===== config.mk =====
export PLATFORM = sky130hd
export DESIGN_NAME = ms_wdt
export DESIGN_NICKNAME = d
export VERILOG_FILES = /design/src/rtl/ms_wdt.sv
export SDC_FILE = /design/constraint.sdc
export NUM_CORES = 1
export LEC_CHECK = 0
export CORE_MARGIN = 2
export CORE_UTILIZATION = 30
export DETAILED_ROUTE_END_ITERATION = 8
export SLEW_MARGIN = 40
export SYNTH_ARGS = -nofsm -noshare
export SYNTH_HDL_FRONTEND = slang
export SYNTH_SLANG_ARGS = --single-unit

===== constraint.sdc =====
create_clock -name clk -period 2.9 [get_ports clk]
set_input_delay 0.58 -clock clk [delete_from_list [all_inputs] [get_ports clk]]
set_output_delay 0.58 -clock clk [all_outputs]
set_load 0.05 [all_outputs]

===== src/rtl/ms_wdt.sv =====
// rtl/ms_wdt.sv - keyed watchdog timer with prescaler, early warning and reset-request pulse.
// Optional MS_WDT_LOCK_EN: en is locked once running and FIRE reloads straight back into RUN.
module ms_wdt #(
  parameter int          CNT_W   = 16,
  parameter int          PULSE_W = 16,
  parameter logic [7:0]  KEY0    = 8'hA5,
  parameter logic [7:0]  KEY1    = 8'h5A
) (
  input  logic             clk,
  input  logic             rst,
  input  logic             en,
  input  logic [CNT_W-1:0] load,
  input  logic [CNT_W-1:0] warn,
  input  logic [1:0]       prescale,
  input  logic             kick_valid,
  input  logic [7:0]       kick_key,
  output logic             rst_req_n,
  output logic             irq_warn,
  output logic             wdt_fired,
  output logic [CNT_W-1:0] count
);

  localparam int              PC_W    = (PULSE_W > 1) ? $clog2(PULSE_W) : 1;
  localparam logic [PC_W-1:0] PC_LAST = PC_W'(PULSE_W - 1);

  typedef enum logic [1:0] {IDLE, RUN, FIRE} state_t;

  state_t           state;
  logic [11:0]      presc;
  logic             unlock;
  logic [PC_W-1:0]  pulse_cnt;
  logic             tick;
  logic             valid_kick;
  logic [CNT_W-1:0] load_eff;
  logic [CNT_W-1:0] count_dec;

  assign load_eff   = (load == '0) ? CNT_W'(1) : load;
  assign count_dec  = count - CNT_W'(1);
  assign valid_kick = kick_valid && unlock && (kick_key == KEY1);

  always_comb begin
    tick = 1'b0;
    case (prescale)
      2'b00:   tick = 1'b1;
      2'b01:   tick = &presc[3:0];
      2'b10:   tick = &presc[7:0];
      default: tick = &presc[11:0];
    endcase
  end

  always_ff @(posedge clk or posedge rst) begin
    if (rst) begin
      state     <= IDLE;
      count     <= '0;
      presc     <= '0;
      unlock    <= 1'b0;
      pulse_cnt <= '0;
      rst_req_n <= 1'b1;
      irq_warn  <= 1'b0;
      wdt_fired <= 1'b0;
    end else begin
      case (state)
        IDLE: begin
          count     <= load_eff;
          presc     <= '0;
          unlock    <= 1'b0;
          irq_warn  <= 1'b0;
          rst_req_n <= 1'b1;
          if (en) state <= RUN;
        end
        RUN: begin
`ifndef MS_WDT_LOCK_EN
          if (!en) begin
            state    <= IDLE;
            irq_warn <= 1'b0;
            unlock   <= 1'b0;
            presc    <= '0;
          end else
`endif
          if (valid_kick) begin
            // a kick on the terminal tick still wins: reload, never FIRE
            count    <= load_eff;
            presc    <= '0;
            unlock   <= 1'b0;
            irq_warn <= 1'b0;
          end else begin
            if (kick_valid) unlock <= (kick_key == KEY0);
            presc <= presc + 12'd1;
            if (tick) begin
              if (count <= CNT_W'(1)) begin
                count     <= '0;
                state     <= FIRE;
                wdt_fired <= 1'b1;
                rst_req_n <= 1'b0;
                pulse_cnt <= '0;
                irq_warn  <= 1'b1;
              end else begin
                count <= count_dec;
                if (count_dec <= warn) irq_warn <= 1'b1;
              end
            end
          end
        end
        FIRE: begin
          unlock <= 1'b0;
          if (pulse_cnt == PC_LAST) begin
            rst_req_n <= 1'b1;
`ifdef MS_WDT_LOCK_EN
            state    <= RUN;
            count    <= load_eff;
            presc    <= '0;
            irq_warn <= 1'b0;
`else
            state    <= IDLE;
`endif
          end else begin
            pulse_cnt <= pulse_cnt + PC_W'(1);
          end
        end
        default: state <= IDLE;
      endcase
    end
  end

endmodule


== Yosys cells after proc, flatten, opt, wreduce, memory -nomap -nowiden ==
Cells that the tools add are included.
Storage, ports and cells
  flip-flop bits (word level): 38
  input bits: 46
  output and inout bits: 19
  logic and storage cells: 94
Cells by class
  add/subtract/negate cells: 3
  magnitude comparators: 2
  equality and inequality tests: 21
  muxes and demuxes: 39
  bitwise gates (word level): 1
  reduce and logical (&&, ||, !) cells: 20
Operators by type and width (number)
  $mux W16: 5
  $pmux W16 S2: 1
  $mux W12: 2
  $pmux W12 S2: 1
  $mux W4: 5
  $le A16 B1 Y1 const B: 1
  $le A16 B16 Y1: 1
  $logic_not A16 Y1: 1
  $sub A16 B1 Y16 const B: 1
  $ne A2 B2 Y1 const B: 7
  $mux W1: 13
  $add A12 B1 Y12 const B: 1
  $mux W2: 6
  $ne A3 B3 Y1 const B: 4
  $reduce_and A12 Y1: 1
  $reduce_and A6 Y1: 2
  $reduce_and A5 Y1: 2
  $eq A8 B7 Y1 const B: 1
  $eq A8 B8 Y1 const B: 1
  $ne A4 B4 Y1 const B: 2
  $pmux W4 S2: 1
  $reduce_and A8 Y1: 1
  $pmux W1 S3: 2
  $pmux W2 S3: 1
  15 further kinds: 23

== Longest topological paths before layout ==
  word-level depth: 8
  depth in mapped cells: 12
  gate-level depth less buffers: 11

== Worst setup path after synthesis ==
No wires, ideal clock.
  path type: reg-to-reg
  from: register count[4]
  to: register irq_warn
  library setup time: 0.099 ns
  data arrival time: 2.795 ns
  data required time: 2.801 ns
  path slack: 0.006 ns
  cell stages (with the launch flop): 10
  buffers on the path: 0
  period minus slack after synthesis: 2.894 ns
  cells stage by stage: dfrtp_1 -> nor4_4 -> nand2_1 -> o31a_1 -> or2_2 -> ha_1 -> nand4_1 -> nor4_1 -> nor2_1 -> a311oi_1
On the way
  word-level cells in the longest chain between the ends: 6
  elaborated cells on any way between the ends: 10
RTL lines
  start: declaration: RTL line 20  | output logic [CNT_W-1:0] count
  start signal: assignment: RTL line 64  | count <= load_eff;
  start signal: assignment: RTL line 82  | count <= load_eff;
  start signal: assignment: RTL line 98  | count <= count_dec;
  branches (longest 6 deep; another with $sub A16 B1 Y16)
  end signal: assignment: RTL line 67  | irq_warn <= 1'b0;
  end signal: assignment: RTL line 75  | irq_warn <= 1'b0;
  end signal: assignment: RTL line 85  | irq_warn <= 1'b0;
  end: declaration: RTL line 18  | output logic irq_warn,
Parallel ways; which one is timed is not known. The select of a mux whose other input is x is not followed.
A chain may end at the register's enable or synchronous reset.

== Worst setup path after layout ==
  from: register count[1]
  to: register irq_warn
Same word-level chain as after synthesis.

==> results.toml <==
[finish]
area_delta_synth_final_pct = 34.4
utilization = 0.419
fill_cells = 962
drive_gt1_frac = 0.122
layoutNonFillerInstCount = 548
fin_nets = 484
diodes = 0

[clocking]
root_buffer = "clkbuf_8"
cts_tree = "built"
holdBufCountCts = 0
clock_latency_ns = 0.30
clock_sinks = 38
clk_pin_slew_worst_paths_ns = 0.08
ctsHtreeMaxLevel = 2
numCtsBuffers = 5
cts_resized = 0
ctsLongestPathBuffers = 2
cts_setup_buffers = 0

[place]
finalWeightedCongestion = 0.908
place_ws_ns = 0.268
io_buffers = 64
dp.cells = 540
dp_hpwl_um = 6710

[worst_hold_path]
whs_endpoint = "wdt_fired$_DFFE_PP0P_"
hold_class = "flop to flop"
hold_path_depth = 1
hold_start = "wdt_fired$_DFFE_PP0P_"

[floorplan]
die-area_sq_mm = 0.0105
die_y_um = 102
coreArea_sq_mm = 0.00928
die_w_um = 102
ioPinCount = 65
initial_core_util = 0.312
rows = 35

[power_and_ir_drop]
total_leakage_power_nw = 1.62
power.density_mw_per_mm2 = 521
max-vdd-ir-drop_mv = 0.204

[critical_path]
reg2reg_depth = 10
cp-start-kind = "flop"
reg2reg_to = "irq_warn$_DFFE_PP0P_"
critPathMaxFanout = 6
rr_startpoint = "count[1]$_DFFE_PP0P_"
cp.arrival_ns = 2.84
critPathKind = "flop to flop"
r2r_setup_slack_ns = 0.27
cp-end-kind = "flop"
cp.required_ns = 3.10

[synthesis]
async_reset_ff_frac = 1.00
synth_seq_area_share = 0.329
synth_ff_type = "dfrtp_1"
synth-seq-cells = 38
syn_area_per_cell_sq_um = 8.59
syn_nets = 403
synthCells = 337
yosysWarningCount = 0
synth_edf_count = 0
synth_area_sq_mm = 0.00290
synth_cell_type_count = 61

[global_routing]
first_global_vias = 2852
gr-total-overflow = 0
grt_use_total = 0.174
grt_max_degree = 39
grt_use_met2 = 0.282
busiest_layer = "met2"
antenna_found_initial = 0
grtUsageMet3 = 0.0287
use_met1 = 0.233
grt_pass1_wl_um = 14100

[route]
drt-initial-drc-count = 160
wire_per_inst_um = 15.8
ant_nets = 0
drc = 0
vias_per_cell = 5.27
routed_wl_um = 8650
first_pass_iters = 5
vias = 2888

[timing]
tns_ns = 0
finalHoldViolCount = 0
rsz0062_at_grt = "false"
finalClockSkew_ns = 0.00378
holdWs_ns = 0.480
setup_violations = 0
tightest_slew_ns = 0.591
fin_crit_ns = 2.63
relSlewSlack = 0.606
drv_slew = 0
worst_slack_ns = 0.265
fin_crit_sh = 0.909
fmax_ghz = 0.380

[run]
drv_cap = 0

[outcome]
status = "complete, no violations"
-- how the worst max path moves through the flow --
stage | from | endpoint | slack (ns) | depth (start not counted)
floorplan | count[4]$_DFFE_PP0P_ | irq_warn$_DFFE_PP0P_ | 0.006 | 9
global route | count[1]$_DFFE_PP0P_ | irq_warn$_DFFE_PP0P_ | 0.02 | 11
detailed placement | count[1]$_DFFE_PP0P_ | irq_warn$_DFFE_PP0P_ | 0.27 | 10
global placement | kick_key[3] | count[6]$_DFFE_PP0P_ | 0.34 | 7
CTS | count[5]$_DFFE_PP0P_ | irq_warn$_DFFE_PP0P_ | 0.27 | 9
finish | count[1]$_DFFE_PP0P_ | irq_warn$_DFFE_PP0P_ | 0.27 | 10
-- stage by stage --
step	cell area [sq um]	total power, mW
4_1_cts	3890	2.04
5_1_grt	3890	2.15
3_5_place_dp	3780	1.56
6_report	3890	2.03
3_3_place_gp	3780	1.56
2_1_floorplan	2900	1.21
-- Yosys cell counts, types with 4 or more instances --
library cell / count / area share
nand2_1: 29 / 0.038
o21ai_1: 7 / 0.012
a31oi_1: 5 / 0.011
o21ai_0: 31 / 0.054
ha_1: 20 / 0.086
inv_1: 31 / 0.040
o22ai_1: 8 / 0.017
xnor2_1: 11 / 0.033
buf_6: 4 / 0.016
a211oi_1: 6 / 0.016
a21oi_1: 14 / 0.024
nor2_1: 20 / 0.026
nand3_1: 10 / 0.017
dfrtp_1: 37 / 0.32
nor3_1: 5 / 0.0086
a22oi_1: 12 / 0.031
nand4_1: 14 / 0.030
nor4_1: 10 / 0.022
-- metal layers --
metal	wire length, um	part of all wire
met5	0	0
met3	429	0.050
met2	4040	0.47
met4	202	0.023
met1	3980	0.46
-- power breakdown --
group / internal [mW] / total (mW) / leakage, nW / switching [mW]
logic: 0.383 / 0.921 / 1.10 / 0.539
clock network: 0.256 / 0.465 / 0.0504 / 0.209
registers: 0.578 / 0.641 / 0.476 / 0.0627
total: 1.22 / 2.03 / 1.62 / 0.811
-- final cells by class --
| cell class | count | area, sq um | share of cell area |
|---|---|---|---|
| well taps | 129 | 161 | 0.0415 |
| flip-flops and latches | 38 | 952 | 0.245 |
| clock buffers | 5 | 68.8 | 0.0177 |
| multi-input cells | 256 | 1740 | 0.447 |
| clock inverters | 3 | 45.0 | 0.0116 |
| inverters | 31 | 116 | 0.0299 |
| repair buffers | 86 | 806 | 0.207 |
-- cell families after synthesis --
| family | after synthesis | synth area share |
|---|---|---|
| AOI/OAI and AO/OA | 110 | 0.257 |
| xor gates and xnor gates | 14 | 0.0424 |
| adders and majority gates | 20 | 0.0864 |
| buffers and inverters | 43 | 0.0700 |
| DFF | 38 | 0.329 |
| and+or+nand+nor | 112 | 0.215 |
-- cells in the final DEF (no fill, tap or decap), types with 3 or more instances in the layout --
master and instances:
nand3_1 10, o21ai_0 31, clkbuf_8 5, and2_1 3, nor2_1 20, clkdlybuf4s50_1 64
nor3_1 5, o21ai_1 7, nand2_1 29, ha_1 20, inv_1 31, o22ai_1 8
xnor2_1 11, dfrtp_1 37, or2_2 3, a22oi_1 12, xor2_1 3, nand4_1 14
nor4_1 10, nor2b_1 3, o31ai_1 3, a31oi_1 5, a21oi_1 14, buf_4 22
a211oi_1 6
-- critical path: stages (launching register included) --
cell	delay [ns]
dfrtp_1	0.38
inv_1	0.08
ha_1	0.28
nand2_1	0.18
o31a_1	0.28
or2_2	0.29
ha_1	0.28
nand4_1	0.14
nor4_1	0.31
nor2_1	0.06
a311oi_1	0.25
-- flip-flops by register name, indices dropped and copies added, names as in the netlist --
signal     cells
count         16
rst_req_n      1
state          2
irq_warn       1
presc         12
pulse_cnt      4
wdt_fired      1
unlock         1
(Power assumes the default switching activity.)
